**src/rtl/seq_alu.sv**
```systemverilog
// seq_alu: registered ALU with a start/busy/done handshake; single-cycle ops finish in one edge.
// Iterative mul/divu (shift-add, restoring) are compiled only when SEQ_ALU_MULDIV_EN is defined.
module seq_alu #(
  parameter int WIDTH = 32
) (
  input  logic             clk,
  input  logic             rst_n,
  input  logic             start,
  input  logic [2:0]       funct,
  input  logic [WIDTH-1:0] in1,
  input  logic [WIDTH-1:0] in2,
  output logic [WIDTH-1:0] result,
  output logic [WIDTH-1:0] result_hi,
  output logic             zero,
  output logic             overflow,
  output logic             busy,
  output logic             done
);

  // S_IDLE: wait for start | S_RUN: one mul/div step per cycle | S_DONE: done pulse, accepts start
  typedef enum logic [1:0] {
    S_IDLE = 2'd0,
    S_DONE = 2'd1
`ifdef SEQ_ALU_MULDIV_EN
    , S_RUN = 2'd2
`endif
  } state_e;

  state_e           state_q, state_d;
  logic [WIDTH-1:0] result_q, result_d;
  logic [WIDTH-1:0] result_hi_q, result_hi_d;
  logic             zero_q, zero_d;
  logic             ovf_q, ovf_d;

  logic [WIDTH-1:0] sum, diff, sc_res;
  logic             sc_ovf;

  assign sum  = in1 + in2;
  assign diff = in1 - in2;

  always_comb begin
    sc_res = '0;
    sc_ovf = 1'b0;
    case (funct)
      3'b000: begin
        sc_res = sum;
        sc_ovf = (in1[WIDTH-1] == in2[WIDTH-1]) && (sum[WIDTH-1] != in1[WIDTH-1]);
      end
      3'b001: begin
        sc_res = diff;
        sc_ovf = (in1[WIDTH-1] != in2[WIDTH-1]) && (diff[WIDTH-1] != in1[WIDTH-1]);
      end
      3'b010:  sc_res = in1 & in2;
      3'b011:  sc_res = in1 | in2;
      3'b100:  sc_res = WIDTH'($signed(in1) < $signed(in2));
      3'b101:  sc_res = WIDTH'(in1 < in2);
      default: sc_res = '0;
    endcase
  end

`ifdef SEQ_ALU_MULDIV_EN
  localparam int CW = $clog2(WIDTH + 1);

  // acc: product high half / partial remainder; sh: multiplier / dividend-then-quotient
  logic [WIDTH-1:0] acc_q, acc_d, sh_q, sh_d, opb_q, opb_d;
  logic             div_q, div_d;
  logic [CW-1:0]    cnt_q, cnt_d;
  logic [WIDTH:0]   mul_t, div_t;
  logic             div_ge;
  logic [WIDTH-1:0] div_r, step_acc, step_sh;

  always_comb begin
    mul_t  = {1'b0, acc_q} + (sh_q[0] ? {1'b0, opb_q} : '0);
    div_t  = {acc_q, sh_q[WIDTH-1]};
    div_ge = (div_t >= {1'b0, opb_q});
    div_r  = div_ge ? (div_t[WIDTH-1:0] - opb_q) : div_t[WIDTH-1:0];
    if (div_q) begin
      step_acc = div_r;
      step_sh  = {sh_q[WIDTH-2:0], div_ge};
    end else begin
      step_acc = mul_t[WIDTH:1];
      step_sh  = {mul_t[0], sh_q[WIDTH-1:1]};
    end
  end

  always_ff @(posedge clk or negedge rst_n) begin
    if (!rst_n) begin
      acc_q <= '0;
      sh_q  <= '0;
      opb_q <= '0;
      div_q <= 1'b0;
      cnt_q <= '0;
    end else begin
      acc_q <= acc_d;
      sh_q  <= sh_d;
      opb_q <= opb_d;
      div_q <= div_d;
      cnt_q <= cnt_d;
    end
  end

  assign busy = (state_q == S_RUN);
`else
  assign busy = 1'b0;
`endif

  always_comb begin
    state_d     = state_q;
    result_d    = result_q;
    result_hi_d = result_hi_q;
    zero_d      = zero_q;
    ovf_d       = ovf_q;
`ifdef SEQ_ALU_MULDIV_EN
    acc_d = acc_q;
    sh_d  = sh_q;
    opb_d = opb_q;
    div_d = div_q;
    cnt_d = cnt_q;
`endif
    case (state_q)
      S_IDLE, S_DONE: begin
        state_d = S_IDLE;
        if (start) begin
`ifdef SEQ_ALU_MULDIV_EN
          if (funct[2:1] == 2'b11) begin
            state_d = S_RUN;
            acc_d   = '0;
            sh_d    = funct[0] ? in1 : in2;
            opb_d   = funct[0] ? in2 : in1;
            div_d   = funct[0];
            cnt_d   = CW'(WIDTH);
          end else
`endif
          begin
            state_d     = S_DONE;
            result_d    = sc_res;
            result_hi_d = '0;
            zero_d      = (sc_res == '0);
            ovf_d       = sc_ovf;
          end
        end
      end
`ifdef SEQ_ALU_MULDIV_EN
      S_RUN: begin
        acc_d = step_acc;
        sh_d  = step_sh;
        cnt_d = cnt_q - CW'(1);
        if (cnt_q == CW'(1)) begin
          state_d     = S_DONE;
          result_d    = step_sh;
          result_hi_d = step_acc;
          zero_d      = (step_sh == '0);
          ovf_d       = 1'b0;
        end
      end
`endif
      default: state_d = S_IDLE;
    endcase
  end

  always_ff @(posedge clk or negedge rst_n) begin
    if (!rst_n) begin
      state_q     <= S_IDLE;
      result_q    <= '0;
      result_hi_q <= '0;
      zero_q      <= 1'b1;
      ovf_q       <= 1'b0;
    end else begin
      state_q     <= state_d;
      result_q    <= result_d;
      result_hi_q <= result_hi_d;
      zero_q      <= zero_d;
      ovf_q       <= ovf_d;
    end
  end

  assign result    = result_q;
  assign result_hi = result_hi_q;
  assign zero      = zero_q;
  assign overflow  = ovf_q;
  assign done      = (state_q == S_DONE);

endmodule
```
**config.mk**
```make
export PLATFORM = sky130hd
export DESIGN_NAME = seq_alu
export DESIGN_NICKNAME = d
export VERILOG_FILES = /design/src/rtl/seq_alu.sv
export SDC_FILE = /design/constraint.sdc
export NUM_CORES = 1
export LEC_CHECK = 0
export CORE_ASPECT_RATIO = 0.5
export CORE_MARGIN = 2
export CORE_UTILIZATION = 25
export CTS_BUF_LIST = sky130_fd_sc_hd__clkbuf_16
export DETAILED_ROUTE_END_ITERATION = 8
export GPL_TIMING_DRIVEN = 0
export MAX_ROUTING_LAYER = met4
export PLACE_DENSITY = 0.51
export SETUP_SLACK_MARGIN = 0.15
export SLEW_MARGIN = 0
export SYNTH_ARGS = -nofsm -noshare
export SYNTH_HDL_FRONTEND = slang
export SYNTH_SLANG_ARGS = --single-unit
```
**constraint.sdc**
```tcl
create_clock -name clk -period 2 [get_ports clk]
set_input_delay 0.3 -clock clk [delete_from_list [all_inputs] [get_ports clk]]
set_output_delay 0.3 -clock clk [all_outputs]
set_load 0.05 [all_outputs]
```
# Yosys cells after proc, flatten, opt, wreduce, memory -nomap -nowiden
# Index checks and enable logic that the tools add are counted.
[op_classes] add_sub_neg=2 order_cmp=2 eq_ne=10 mux=4 bitwise_logic=2 reduce_logical=7
[op_table] op="32-bit case mux with 6 select lines" count=1
[op_table] op="32-bit less-than comparator" count=2
[op_table] op="32-bit adder" count=1
[op_table] op="32-bit AND" count=1
[op_table] op="32-bit logical NOT" count=1
[op_table] op="32-bit OR" count=1
[op_table] op="32-bit subtractor" count=1
[op_table] op="3-bit by 2-bit == test with 1-bit output, second input constant" count=2
[op_table] op="3-bit == test, second input constant" count=2
[op_table] op="3-bit by 1-bit == test with 1-bit output, second input constant" count=1
[op_table] op="3-bit logical NOT" count=1
[op_table] op="1-bit != test" count=3
[op_table] op="2-bit by 1-bit == test with 1-bit output, second input constant" count=1
[op_table] op="1-bit logical AND" count=2
[op_table] op="2-bit logical NOT" count=1
[op_table] op="2-bit two-way mux" count=1
[op_table] op="1-bit case mux with 2 select lines" count=1
[op_table] op="2-bit AND reduction" count=1
[op_table] op="2-bit OR reduction" count=1
[op_table] op="1-bit == test" count=1
[op_table] op="1-bit two-way mux" count=1
[word_totals] ff_bits=36 word_cells=31

# Depth between registers and ports, before layout
# Gate-level depths: netlist of the first run.
[depth] ltp_word=4 depth_mapped=15 ltp_nobuf=14

# Least setup slack after synthesis of the first run
# Ideal clock, no wire load.
[synth_path] path_type="in2reg" startpoint="input in1[4]" endpoint="register zero_q (netlist: zero)" setup_ns=0.097 arrival_time_ns=3.078 setup_slack_ns=-1.175 stages=14 path_buffers=1 path_cell_list="inv_1 > ha_1 > clkbuf_1 > a21o_1 > a21oi_1 > a211oi_1 > or4b_1 > nand4_1 > nor2b_1 > mux2_2 > a22oi_1 > and4_1 > nand4bb_1 > o41ai_2"
[synth_between] elab_chain_cells=3 word_cells_on_any_way=8 classes_between="add/sub (2); order compare (2); mux (1); bitwise (2); reduce/logical (1)"
[synth_rtl] item="start, declared" line="10" source="input logic [WIDTH-1:0] in1,"
[synth_rtl] item="32-bit subtractor, or another cell as far along" line="39" source="assign diff = in1 - in2;"
[synth_rtl] item="32-bit case mux with 6 select lines (*)" line="44" source="case (funct)"
[synth_rtl] item="32-bit logical NOT (*)" line="138" source="zero_d = (sc_res == '0);"
[synth_rtl] item="end signal, assigned" line="172" source="zero_q <= zero_d;"
[synth_rtl] item="end, declared" line="32" source="logic zero_q, zero_d;"
# Every way passes the cells marked *; elsewhere a longest branch is shown, timed or not.
# A chain may end at the register's enable or synchronous reset.

# Final worst setup path of the first run
[layout_path] startpoint="input in1[1]" endpoint="register zero_q (netlist: zero)"
# Same word-level chain as after synthesis.

==> metrics.txt, run 1 <==
TNS Setup=-18.63 ns; worst-skew pair later-pin latency=0.27 ns; Max IR drop VDD=0.0003485 V; switch share=46.76%; Worst path top cell family by delay=compound AO/OA/AOI/OAI gates; die area=28410 um^2; Tmin final=3.249 ns; sequential fraction of the synthesis area=12.99%; DRT Pass-1 Iters=5; die width=236.4 um; async set-reset flop share out of synthesis=100.0%; WP data arrival=3.43 ns; startpoint types=primary input; achievable frequency=307.8 MHz; synth top area cells=ha_1 (19%), dfrtp_1 (13%), a21oi_1 (8.6%); stages on the worst setup path=15; failing checks=negative setup slack; H-tree depth=2; Seq pwr share=16.7%; Slew Viols, Final=0; Cells after Synth=923; vias=7971; CTS tree=built; Total GRT Usage=20.27%; RSZ-0062 raised after global routing=yes; worst path bufs/invs=3; root buf cell=clkbuf_16; Leakage=0.004849 uW; final core utilization=42.06%; Setup violations, final=30; Comb power frac=69.4%; # diodes=0; CTS Sinks=35; Filler Cell Count=2680; hold buffer count at cts=0; Wirelength per Cell=18.91 um; Worst-path clk slew=0.06 ns; Final ANT Viol Nets=0; Internal=2769 uW; post-route insts no fill=1536; routed wire length=29050 um; row count=42; crit-path max cell delay=0.44 ns; final worst slack=-1.249 ns; crit path max fanout=3; TritonCTS Buffers=5; CP Capture Type=flop; Clock Skew=0 ns; placed cells=1410; r2r startpoint=result[23]; first-pass GRT wire length=44150 um; commonest non-fill, non-tap cells in the layout=buf_4 (129), nor2_1 (84), a21oi_1 (75); Top FF cell, synth=dfrtp_1; Psw=2432 uW; share of the synthesized area in the top cell type=18.54%; pwr/cell area=466.8 nW/um^2; fraction of layout cells with a size suffix above 1=41.13%; Avg Cell Area, Syn=7.313 um^2; Rel. slew slack=45.34%; post-synth cell types=86; drc violations=0; maxcap violations=0; share of power burned in the clock network=13.9%; final instance area=11140 um^2; layout net count=1355; synth warn=0; RePlAce Congestion=0.9179; # IOs=138; Tightest Pin Transition=0.8199 ns; crit-path cells=buf_8 -> clkinvlp_4 -> fa_2 -> nor2b_4 -> o2111ai_4 -> a211oi_4 -> or4b_4 -> nand4_1 -> o211ai_1 -> buf_4 -> a41oi_1 -> mux2i_1 -> o21ai_2 -> a211o_1 -> o41ai_2; number of synthesized flops with an enable pin=0; crit path from=in1[1]; Worst path slowest cell=fa_2; status=complete, but fails checks; most common cell after layout, fill and taps aside=buf_4; clock buffer depth=2; initial core utilization=25.49%; vias in the first global route=7740; initial DRC count=501; initial antenna violation count=0; core footprint=26490 um^2; Detailed Place HPWL=22060 um; Die Y=120.2 um; Area Growth Syn to Fin=65.04%; CP Class=in2reg; largest net degree at the start of global routing=36; Tcrit/Tclk final=162.4%; Req. time, crit path=2.18 ns; vias per cell=5.189; Tightest Hold Check Type=in2async; placed cell areas=8904 um^2; endpoints failing hold=0; # port buffers=103; R2R depth=1; Synth Register Bits=35; Netlist Area Pre-Place=6750 um^2; global route overflow=0; Yosys top cell by area=ha_1
[cell usage after synthesis, drive strengths merged, types with 4 or more instances]
cell	instances
xor2	4
and4	6
o2111ai	4
nand2	44
o21ai	41
nor2b	12
buf	59
and3	8
and2	4
nor4	13
nand3	12
mux2i	7
dfrtp	34
a31oi	13
o21bai	8
xnor2	24
or4	4
o31ai	12
nor3	14
clkbuf	26
o41ai	4
o211ai	10
nor2	94
inv	98
or2	4
o22ai	8
nand2b	10
a211oi	26
a21o	15
o21a	4
ha	100
mux2	11
nand4	11
a21oi	117
[power groups by stage]
stage / registers, uW / logic [uW] / clock network [uW]
2_1_floorplan: 1180 / 1610 / 0
3_3_place_gp: 879 / 2780 / 0
3_5_place_dp: 881 / 2790 / 0
4_1_cts: 869 / 3440 / 735
5_1_grt: 875 / 3820 / 775
6_report: 866 / 3610 / 723
[repair_timing]
item | 4_1_cts | 5_1_grt
pin swaps | 106 | 42
gates resized for setup | 414 | 50
endpoints found under the setup margin | 35 | 31
buffers inserted | 103 | 15
[through the flow]
step	total power [uW]	hold WS (ns)	setup slack, ns
floorplan	2791	0.004409	-0.8999
global placement	3664	0.4714	-2.325
detailed placement	3669	0.4353	-2.307
CTS	5044	0.1457	-1.158
global route	5470	0.1768	-1.337
finish	5201	0.1235	-1.249
[registers in the layout, summed over array words and instances (netlist names)]
signal / cells
overflow: 1
result: 32
state_q: 1
zero: 1
[routing by layer]
metal,share of wire [%],wire (um),vias to the layer above,track usage (%)
met5,0,0,-,-
met4,2.0,582,0,4.707
met3,5.8,1696,51,2.648
met2,47,13630,277,33.42
met1,45,13140,3892,26.61
li1,-,-,3751,-
[cell type report]
type	instances	area, um^2	share of cell area (%)
multi-input combinational	737	6564	58.92
timing repair buffer	221	1971	17.69
sequential	35	877.1	7.873
buffer	85	734.5	6.593
tap	352	440.4	3.953
inverter	98	417.9	3.751
clock buffer	5	125.1	1.123
clock inverter	3	11.26	0.1011
[cell families (layout without fill, tap and decap cells)]
logic type	Yosys count	after routing	synth area share (%)
compound gates	309	309	30.44
other cells	1	33	0.05555
mux	19	19	3.207
buf+inv	183	412	12.42
flops	35	35	12.99
simple gates	246	246	18.13
xor+xnor	28	28	3.633
fa+ha+maj	102	102	19.13
[final timing paths]
kind                         endpoint  slack, ns
max                              zero      -1.25
min                        state_q[0]       0.12
max reg2reg                result[23]       1.21
min reg2reg                 result[3]       0.50
max in group asynchronous  result[26]       1.36
min in group clk            result[3]       0.50
(Power assumes the default switching activity.)
==> run 2, diff against run 1 <==
GPL_TIMING_DRIVEN = unset   (was 0)
==> metrics.txt, run 2 (same netlist as run 1, synthesis figures left out) <==
Max IR drop VDD=0.0004298 V; RSZ-0062 raised after global routing=yes; die area=28410 um^2; root buf cell=clkbuf_16; hold buffer count at cts=0; row count=42; Req. time, crit path=2.20 ns; hold slack=0.4375 ns; core footprint=26490 um^2; worst-skew pair later-pin latency=0.29 ns; CP Capture Type=flop; vias in the first global route=8686; maxcap violations=0; # diodes=0; layout net count=1563; vias per cell=4.884; R2R depth=1; initial core utilization=25.49%; Leakage=0.005891 uW; routed wire length=30040 um; Clock Skew=0 ns; Die Y=120.2 um; most common cell after layout, fill and taps aside=buf_4; vias=8517; achievable frequency=320.2 MHz; Final ANT Viol Nets=0; initial antenna violation count=0; endpoints failing hold=0; final core utilization=48.80%; post-route insts no fill=1744; # IOs=138; crit-path cells=buf_8 -> clkinvlp_4 -> buf_4 -> ha_4 -> a21o_1 -> a31o_4 -> o211ai_4 -> a211oi_4 -> a41oi_4 -> o31ai_4 -> nor4_1 -> or4_4 -> nor2_2 -> nand4bb_1 -> o41ai_2; Detailed Place HPWL=23760 um; fraction of layout cells with a size suffix above 1=53.23%; Worst path slowest cell=or4_4; RePlAce Congestion=0.9562; crit path max fanout=4; flop2flop setup slack=1.19 ns; clock buffer depth=2; TritonCTS Buffers=5; Worst path top cell family by delay=compound AO/OA/AOI/OAI gates; Setup violations, final=30; startpoint types=primary input; RR Endpoint=result[23]; failing checks=negative setup slack; commonest non-fill, non-tap cells in the layout=buf_4 (354), nor2_1 (81), a21oi_1 (65); CP Class=in2reg; Wirelength per Cell=17.23 um; Filler Cell Count=2567; drc violations=0; Tightest Pin Transition=0.6995 ns; placed cells=1663; DRT Pass-1 Iters=5; crit-path max cell delay=0.59 ns; final worst slack=-1.123 ns; global route overflow=0; die width=236.4 um; WP data arrival=3.32 ns; Rel. slew slack=53.36%; r2r startpoint=result[23]; Area Growth Syn to Fin=91.49%; final instance area=12930 um^2; CTS Sinks=35; first-pass GRT wire length=46740 um; largest net degree at the start of global routing=59; Tmin final=3.123 ns; Tcrit/Tclk final=156.1%; Tightest Hold Check Type=in2async; max FFs per register=32; Worst-path clk slew=0.06 ns; CTS tree=built; status=complete, but fails checks; H-tree depth=2; # port buffers=104; initial DRC count=526; placed cell areas=10940 um^2; Slew Viols, Final=0; worst path bufs/invs=3; pwr/cell area=450.7 nW/um^2; Total GRT Usage=21.14%
## run 2: cell types whose count changed in the layout (fill, tap and decap cells not counted), sizes merged
cell | before | now
inv | 95 | 97
buf | 204 | 439
dlygate4sd2 | 17 | 13
clkdlybuf4s50 | 51 | 49
clkbuf | 30 | 6
clkinv | 2 | 0
dlymetal6s2s | 0 | 3
## run 2: repair_timing
| item | in CTS | in global routing |
|---|---|---|
| setup buffers | 53 | 20 |
| gates resized for setup | 383 | 86 |
| setup endpoints to repair | 34 | 33 |
| pin swaps | 125 | 76 |
| gates cloned | 0 | 0 |
## run 2: report_power, final
part	switching [uW]	internal [uW]	leakage, uW
logic	2200	1960	0.00540
clock network	335	466	0.0000664
registers	61.6	799	0.000424
total	2600	3230	0.00589
## run 2: area by class of cell
type | count | area [um^2] | share of cell area (%)
clock buffer | 5 | 125.1 | 0.9680
clock inverter | 3 | 23.77 | 0.1839
sequential | 35 | 877.1 | 6.785
tap | 352 | 440.4 | 3.407
timing repair buffer | 514 | 4339 | 33.57
multi-input combinational | 737 | 6708 | 51.89
inverter | 98 | 412.9 | 3.194
## run 2: worst max-delay path by stage
stage	from	end	slack, ns	cells after the start
after floorplan	in2[4]	zero	-0.90	14
after global placement	in1[7]	zero	-2.09	15
after detailed placement	in2[9]	zero	-2.11	15
after CTS	in2[1]	zero	-1.11	16
after global routing	in1[1]	zero	-1.29	17
final	in1[1]	zero	-1.12	15
## run 2: per-layer routing
metal / track usage, % / part of all wire, % / up-vias
li1: - / - / 4168
met3: 1.621 / 4.2 / 31
met4: 3.600 / 1.3 / 0
met5: - / 0 / -
met1: 28.59 / 47 / 4121
met2: 35.28 / 47 / 197
## run 2: metrics by stage
step                      worst slack, ns  power, uW  setup TNS [ns]
after floorplan                   -0.8999       2791          -8.023
after global placement             -2.094       4308          -41.95
after detailed placement           -2.111       4324          -42.78
after CTS                          -1.111       5602          -16.33
after global routing               -1.293       6141          -21.11
final                              -1.123       5826          -18.52
==> run 3, diff against run 2 <==
CORE_UTILIZATION = 35   (was 25)
PLACE_DENSITY = 0.64   (was 0.51)
SLEW_MARGIN = unset   (was 0)
==> metrics.txt, run 3 (same netlist as run 1, synthesis figures left out) <==
share of power burned in the clock network=12.3%; DRT Pass-1 Iters=5; Filler Cell Count=1503; Comb power frac=72.9%; Rel. slew slack=53.00%; first-pass GRT wire length=45320 um; Tmin final=3.135 ns; Wirelength per Cell=17.86 um; die area=20480 um^2; switch share=44.26%; Max IR drop VDD=0.0003622 V; vias per cell=5.286; Die Y=102.2 um; CP Capture Type=flop; root buf cell=clkbuf_16; RePlAce Congestion=0.9617; status=complete, but fails checks; crit-path max cell delay=0.36 ns; maxcap violations=0; worst path bufs/invs=5; achievable frequency=319.0 MHz; core footprint=18660 um^2; initial DRC count=613; Leakage=0.005937 uW; worst-skew pair later-pin latency=0.27 ns; row count=35; CTS tree=built; commonest non-fill, non-tap cells in the layout=buf_4 (377), nor2_1 (87), a21oi_1 (62); vias in the first global route=8659; global route overflow=0; H-tree depth=2; Pwr Total=5799 uW; hold slack=0.4331 ns; Worst-path clk slew=0.05 ns; final instance area=12800 um^2; CP Class=in2reg; RSZ-0062 raised after global routing=yes; pwr/cell area=452.8 nW/um^2; vias=8796; largest net degree at the start of global routing=59; TritonCTS Buffers=5; WP data arrival=3.31 ns; clock buffer depth=2; crit path max fanout=3; # IOs=138; Tightest Hold Check Type=in2async; final worst slack=-1.135 ns; Tightest Pin Transition=0.7051 ns; max FFs per register=32; # port buffers=104; CTS Sinks=35; flop2flop setup slack=1.19 ns; Seq pwr share=14.8%; Setup violations, final=30; Final ANT Viol Nets=0; initial antenna violation count=0; most common cell after layout, fill and taps aside=buf_4; Total GRT Usage=28.71%; failing checks=negative setup slack; Psw=2566 uW; Detailed Place HPWL=23310 um; Clock Skew=0 ns; Worst path slowest cell=fa_2; die width=200.4 um; Internal=3232 uW; initial core utilization=36.18%; # diodes=0; startpoint types=primary input; fraction of layout cells with a size suffix above 1=53.31%; final core utilization=68.64%; Area Growth Syn to Fin=89.69%; Tcrit/Tclk final=156.7%; placed cell areas=10840 um^2; hold buffer count at cts=0; drc violations=0; CP most frequent cell=buf_4; layout net count=1577; Req. time, crit path=2.18 ns; crit-path cells=buf_8 -> clkinvlp_4 -> buf_4 -> fa_2 -> nor2b_4 -> o2111ai_4 -> a211oi_2 -> buf_4 -> buf_4 -> nor3_2 -> xnor2_1 -> a221oi_2 -> o221ai_1 -> a211oi_2 -> nand4_1 -> nand4bb_1 -> o41ai_2; routed wire length=29720 um; endpoints failing hold=0; Slew Viols, Final=0; Worst path top cell family by delay=compound AO/OA/AOI/OAI gates
-- run 3: cell types whose count changed in the layout (fill, tap and decap cells not counted), sizes merged --
cell / delta
clkinvlp: -2
buf: +10
clkinv: +2
clkdlybuf4s50: +2
clkdlybuf4s15: -3
inv: -1
clkbuf: +6
dlymetal6s2s: -1
-- run 3: what timing repair did --
| item | 4_1_cts | 5_1_grt |
|---|---|---|
| gates resized for setup | 353 | 89 |
| endpoints found under the setup margin | 34 | 34 |
| pin swaps | 129 | 63 |
| buffers inserted | 64 | 15 |
| cloned | 0 | 0 |
-- run 3: power groups by stage --
stage,registers (uW),clock network (uW),logic [uW]
after global placement,868,0,3410
after floorplan,1180,0,1610
after CTS,860,726,3950
final,859,714,4230
after global routing,869,757,4460
after detailed placement,870,0,3440
-- run 3: metrics by stage --
stage	TNS [ns]	setup WS, ns	instances
2_1_floorplan	-8.023	-0.8999	955
3_3_place_gp	-41.85	-1.955	1578
3_5_place_dp	-42.57	-1.995	1578
4_1_cts	-16.77	-1.131	1649
5_1_grt	-22.24	-1.257	1664
6_report	-19.42	-1.135	1664
-- run 3: final cells by class --
class                   instances  area [um^2]  share of cell area [%]
flip-flops and latches         35        877.1                   6.850
clock inverters                 2        8.758                 0.06840
repair buffers                528         4340                   33.90
multi-input cells             737         6714                   52.43
clock buffers                   5        125.1                  0.9771
well taps                     259        324.1                   2.531
inverters                      98        415.4                   3.244
-- run 3: path summary, 6_finish.rpt --
kind	cells after the start	from	to
min in group clk	2	result[6]	result[6]
max	17	in1[1]	zero
max reg2reg	1	result[28]	result[28]
max in group asynchronous	2	rst_n	zero
min reg2reg	2	result[6]	result[6]
min	2	rst_n	overflow
-- run 3: layer usage --
| metal | vias to the layer above | global-route usage, % | share of wire [%] |
|---|---|---|---|
| li1 | 4196 | - | - |
| met1 | 4272 | 37.24 | 46 |
| met2 | 290 | 49.41 | 48 |
| met3 | 38 | 2.934 | 5.3 |
| met4 | 0 | 5.413 | 1.3 |
| met5 | - | - | 0 |
==> edit 1, RTL diff (config.mk and constraints of run 3) <==
Set the parameter `WIDTH` to 28 (it was 32).
--- a/src/rtl/seq_alu.sv
+++ b/src/rtl/seq_alu.sv
@@ -2,5 +2,5 @@
 // Iterative mul/divu (shift-add, restoring) are compiled only when SEQ_ALU_MULDIV_EN is defined.
 module seq_alu #(
-  parameter int WIDTH = 32
+  parameter int WIDTH = 28
 ) (
   input  logic             clk,
Ports: changed (resized in1, in2, result and result_hi); port bits go from 138 to 122. No check against the original RTL was run, so the function may have changed too.
==> edit 1 against run 3 <==
  * The run still ends with negative setup slack left
  * Routed wire length fell by 14%
  * Design area down 13%
  * Setup slack worse by 0.22 ns
  * Die area fell by 12%
  * Total power down 11%
  * Via count shrank 13%
  * Area after synthesis decreased by 12%
  * Global-route usage fell by 1.0 points
  * Final cell count decreased by 14%
  * Non-clock buffer count fell by 103
  * Sequential cell count down 4
==> edit 1: results (changes against run 3) <==
Status -> complete, but fails checks (unchanged)
Failing checks -> negative setup slack (unchanged)
Worst vdd ir -> 0.0003300 V (was 0.0003622 V)
Root buffer cell -> clkbuf_16 (unchanged)
CP arrival -> 3.54 ns (was 3.31 ns)
Fin nets -> 1,362 (was 1,577)
First-pass GRT wire length -> 38.78 mm (was 45.32 mm)
Post-synthesis compound-gate area fraction -> 0.2614 (was 0.3044)
Routed vias -> 7,685 (was 8,796)
Worst r2r src -> result[14]$_DFFE_PN0P_ (was result[28]$_DFFE_PN0P_)
Final HPWL DP -> 18.71 mm (was 23.31 mm)
Post-synthesis sequential area ratio -> 0.1310 (was 0.1299)
Worst-Margin Slew -> 0.6989 ns (was 0.7051 ns)
Post-CTS Setup Repair Bufs -> 36 (was 64)
Static Leak -> 5.084 nW (was 5.937 nW)
Critical path's largest stage delay -> 0.55 ns (was 0.36 ns)
Worst setup startpoint -> in2[1] (was in1[1])
Max FFs per register -> 28 (was 32)
All-Layer GR Usage -> 0.2767 (was 0.2871)
P_int -> 2.925 mW (was 3.232 mW)
Synth area leaders -> ha_1 20%, dfrtp_1 13%, inv_1 5.9% (was ha_1 19%, dfrtp_1 13%, a21oi_1 8.6%)
DRT iter0 DRCs -> 639 (was 613)
Slowest cell on the critical path -> or4b_4 (was fa_2)
Library cells used by synthesis -> 77 (was 86)
Vias in the first global route -> 7,561 (was 8,659)
Final number of setup-violating endpoints -> 26 (was 30)
Mux cell area share after synthesis -> 0.04093 (was 0.03207)
FILL cells -> 1,295 (was 1,503)
Pin count of the biggest net entering global routing -> 47 (was 59)
Xor and xnor area share after synthesis -> 0.02658 (was 0.03633)
Worst Slack Setup Final -> -1.359 ns (was -1.135 ns)
# port buffers -> 92 (was 104)
Share of cells above drive strength 1 -> 0.4884 (was 0.5331)
Routability cong. -> 0.9641 (was 0.9617)
Post-CTS Resized -> 333 (was 353)
Routed wire length -> 25.53 mm (was 29.72 mm)
==> edit 1: cell count changes in the layout (fill, tap and decap cells not counted), sizes merged, moves of 9 or more <==
| cell | run 3 | this run |
|---|---|---|
| a21oi | 117 | 68 |
| nor2 | 94 | 84 |
| a211oi | 26 | 17 |
| xnor2 | 24 | 15 |
| nor3 | 14 | 24 |
| buf | 449 | 357 |
==> edit 1: logic make-up (layout without fill, tap and decap cells) <==
family,count (synthesis),count (layout)
DFF,31,31
and+or+nand+nor,249,249
buffers and inverters,167,526
muxes,22,22
xor gates and xnor gates,18,18
adders and majority gates,95,95
other,1,29
AOI/OAI and AO/OA,236,236
==> edit 1: worst paths after layout <==
path | endpoint | slack [ns] | cells past startpoint
max | zero$_DFFE_PN1P_ | -1.36 | 16
min | state_q[0]$_DFF_PN0_ | 0.42 | 2
max reg2reg | result[14]$_DFFE_PN0P_ | 1.14 | 2
min reg2reg | result[1]$_DFFE_PN0P_ | 0.52 | 1
max in group asynchronous | zero$_DFFE_PN1P_ | 1.27 | 2
min in group clk | result[1]$_DFFE_PN0P_ | 0.52 | 1
==> edit 1: critical path, delay by kind of cell <==
kind	cells	cell delay [ns]
AO/OA/AOI/OAI	1	0.29
adder cells (fa/ha/maj)	1	0.29
buffers and inverters	4	0.38
multiplexers	1	0.26
AND/OR/NAND/NOR	9	2.02
==> edit 1: metrics by stage <==
step / setup TNS, ns / instance area, um2 / setup WS (ns) / instances
after detailed placement: -37.01 / 9190 / -2.142 / 1369
after global routing: -18.77 / 11090 / -1.449 / 1433
after floorplan: -9.248 / 6382 / -1.198 / 847
final: -16.59 / 11090 / -1.359 / 1433
after global placement: -35.21 / 9190 / -2.022 / 1369
after CTS: -15.41 / 10560 / -1.529 / 1413
==> edit 1: power groups by stage <==
stage	Sequential, mW	Combinational [mW]	Clock [mW]
after floorplan	1.04	1.29	0
after global placement	0.769	2.76	0
after detailed placement	0.769	2.79	0
after CTS	0.761	3.23	0.852
after global routing	0.767	3.73	0.887
final	0.761	3.53	0.849
==> edit 1: layout make-up <==
| class | count | area (um2) | area share |
|---|---|---|---|
| Tap cell | 227 | 284.0 | 0.02560 |
| Inverter | 93 | 411.6 | 0.03711 |
| Clock inverter | 3 | 38.79 | 0.003497 |
| Sequential cell | 31 | 777.0 | 0.07004 |
| Multi-Input combinational cell | 649 | 5859 | 0.5282 |
| Clock buffer | 5 | 125.1 | 0.01128 |
| Timing Repair Buffer | 425 | 3597 | 0.3243 |
==> edit 1: metal layers <==
layer	wire, um	share of wire	vias to the layer above	GRT usage
met5	0	0	-	-
met2	12040	0.47	328	0.4757
met3	1632	0.064	61	0.02734
met4	592	0.023	0	0.06955
met1	11260	0.44	3687	0.3542
li1	-	-	3609	-
==> edit 2, RTL diff (settings of run 3) <==
Made on the original files. Register the output `done`, with the module's reset; this adds one clock of latency there. The other outputs are not delayed to match. Comments in the files are not updated.
--- a/src/rtl/seq_alu.sv
+++ b/src/rtl/seq_alu.sv
@@ -179,5 +179,11 @@
   assign zero      = zero_q;
   assign overflow  = ovf_q;
-  assign done      = (state_q == S_DONE);
+  always_ff @(posedge clk or negedge rst_n) begin
+    if (!rst_n) begin
+      done <= '0;
+    end else begin
+      done <= (state_q == S_DONE);
+    end
+  end
 
 endmodule
Function: changed (Yosys sat finds a counterexample within 4 cycles, from zero or initial values and one cycle with rst_n low).
==> edit 2 against run 3 <==
  * The run still ends with negative setup slack left
  * Routed wire length grew 2.5%
  * Total power grew 0.53%
  * Critical path type unchanged
  * Core utilization grew 0.22 points
  * Setup slack lost 0.11 ns
  * Sequential share of layout area grew 0.16 points
  * Area after synthesis grew 0.37%
  * Non-clock buffer count shrank 15
  * Sequential cell count grew 1
  * Global-route usage grew 0.94 points
  * Design area grew 0.56%
==> edit 2: results (changes against run 3) <==
Final total power -> 5.829 mW (was 5.799 mW)
Gate power share -> 0.722 (was 0.729)
All-Layer GR Usage -> 0.2965 (was 0.2871)
Vias in the first global route -> 8,775 (was 8,659)
Met3 Resource Use GR -> 0.02423 (was 0.02934)
Library cells used by synthesis -> 86 (unchanged)
Worst Slack Setup Final -> -1.245 ns (was -1.135 ns)
Mapped Cells -> 924 (was 923)
Met2 usage -> 0.5160 (was 0.4941)
Hold Slack -> 0.3507 ns (was 0.4331 ns)
Pin count of the biggest net entering global routing -> 59 (unchanged)
Share of cells above drive strength 1 -> 0.5316 (was 0.5331)
Failing checks -> negative setup slack (unchanged)
Worst-Margin Slew -> 0.6979 ns (was 0.7051 ns)
Area grow syn2layout -> 90.05% (was 89.69%)
Synth area leaders -> ha_1 18%, dfrtp_1 13%, a21oi_1 8.6% (was ha_1 19%, dfrtp_1 13%, a21oi_1 8.6%)
First-pass GRT wire length -> 46.88 mm (was 45.32 mm)
Static Leak -> 5.889 nW (was 5.937 nW)
Max Clock Skew -> 0.0009172 ns (was 0 ns)
Drt wl/cell -> 18.46 um (was 17.86 um)
Finished Layout Cells -> 1,651 (was 1,664)
Placed insts -> 1,581 (was 1,578)
DR WL met3 -> 1.505 mm (was 1.579 mm)
Clock share of power -> 0.126 (was 0.123)
Routability cong. -> 0.9459 (was 0.9617)
Final number of setup-violating endpoints -> 31 (was 30)
DRT iter0 DRCs -> 655 (was 613)
Setup slack after placement -> -2.272 ns (was -1.995 ns)
Post-CTS Setup Repair Bufs -> 50 (was 64)
FILL cells -> 1,555 (was 1,503)
CP arrival -> 3.42 ns (was 3.31 ns)
Critical path's largest stage delay -> 0.57 ns (was 0.36 ns)
Hold Crit Class -> flop to flop (was input pin to async pin)
Wire length on met2 -> 14.60 mm (was 14.21 mm)
Final setup TNS -> -18.74 ns (was -19.42 ns)
WL met1 -> 14.09 mm (was 13.54 mm)
Post-synthesis sequential area ratio -> 0.1331 (was 0.1299)
Final HPWL DP -> 23.23 mm (was 23.31 mm)
Max FFs per register -> 32 (unchanged)
Status -> complete, but fails checks (unchanged)
edit 2: layout make-up:
class / count / area share
clock buffers: 5 / 0.009717
clock inverters: 3 / 0.0009717
inverters: 98 / 0.03304
multi-input cells: 737 / 0.5258
flip-flops and latches: 36 / 0.07006
well taps: 259 / 0.02517
repair buffers: 513 / 0.3352
edit 2: how the worst max path moves through the flow:
stage	end	slack, ns	cells past startpoint
after detailed placement	zero$_DFFE_PN1P_	-2.27	16
after global placement	zero$_DFFE_PN1P_	-2.22	16
final	zero$_DFFE_PN1P_	-1.24	15
after floorplan	zero$_DFFE_PN1P_	-0.90	14
after CTS	zero$_DFFE_PN1P_	-1.20	17
after global routing	zero$_DFFE_PN1P_	-1.32	15
edit 2: logic make-up after synthesis:
family,share of synthesized area
AO/OA/AOI/OAI,0.3032
XOR/XNOR,0.03619
adder cells (fa/ha/maj),0.1906
buffers and inverters,0.1237
flip-flops,0.1331
multiplexers,0.03195
other,0.0005535
AND/OR/NAND/NOR,0.1806
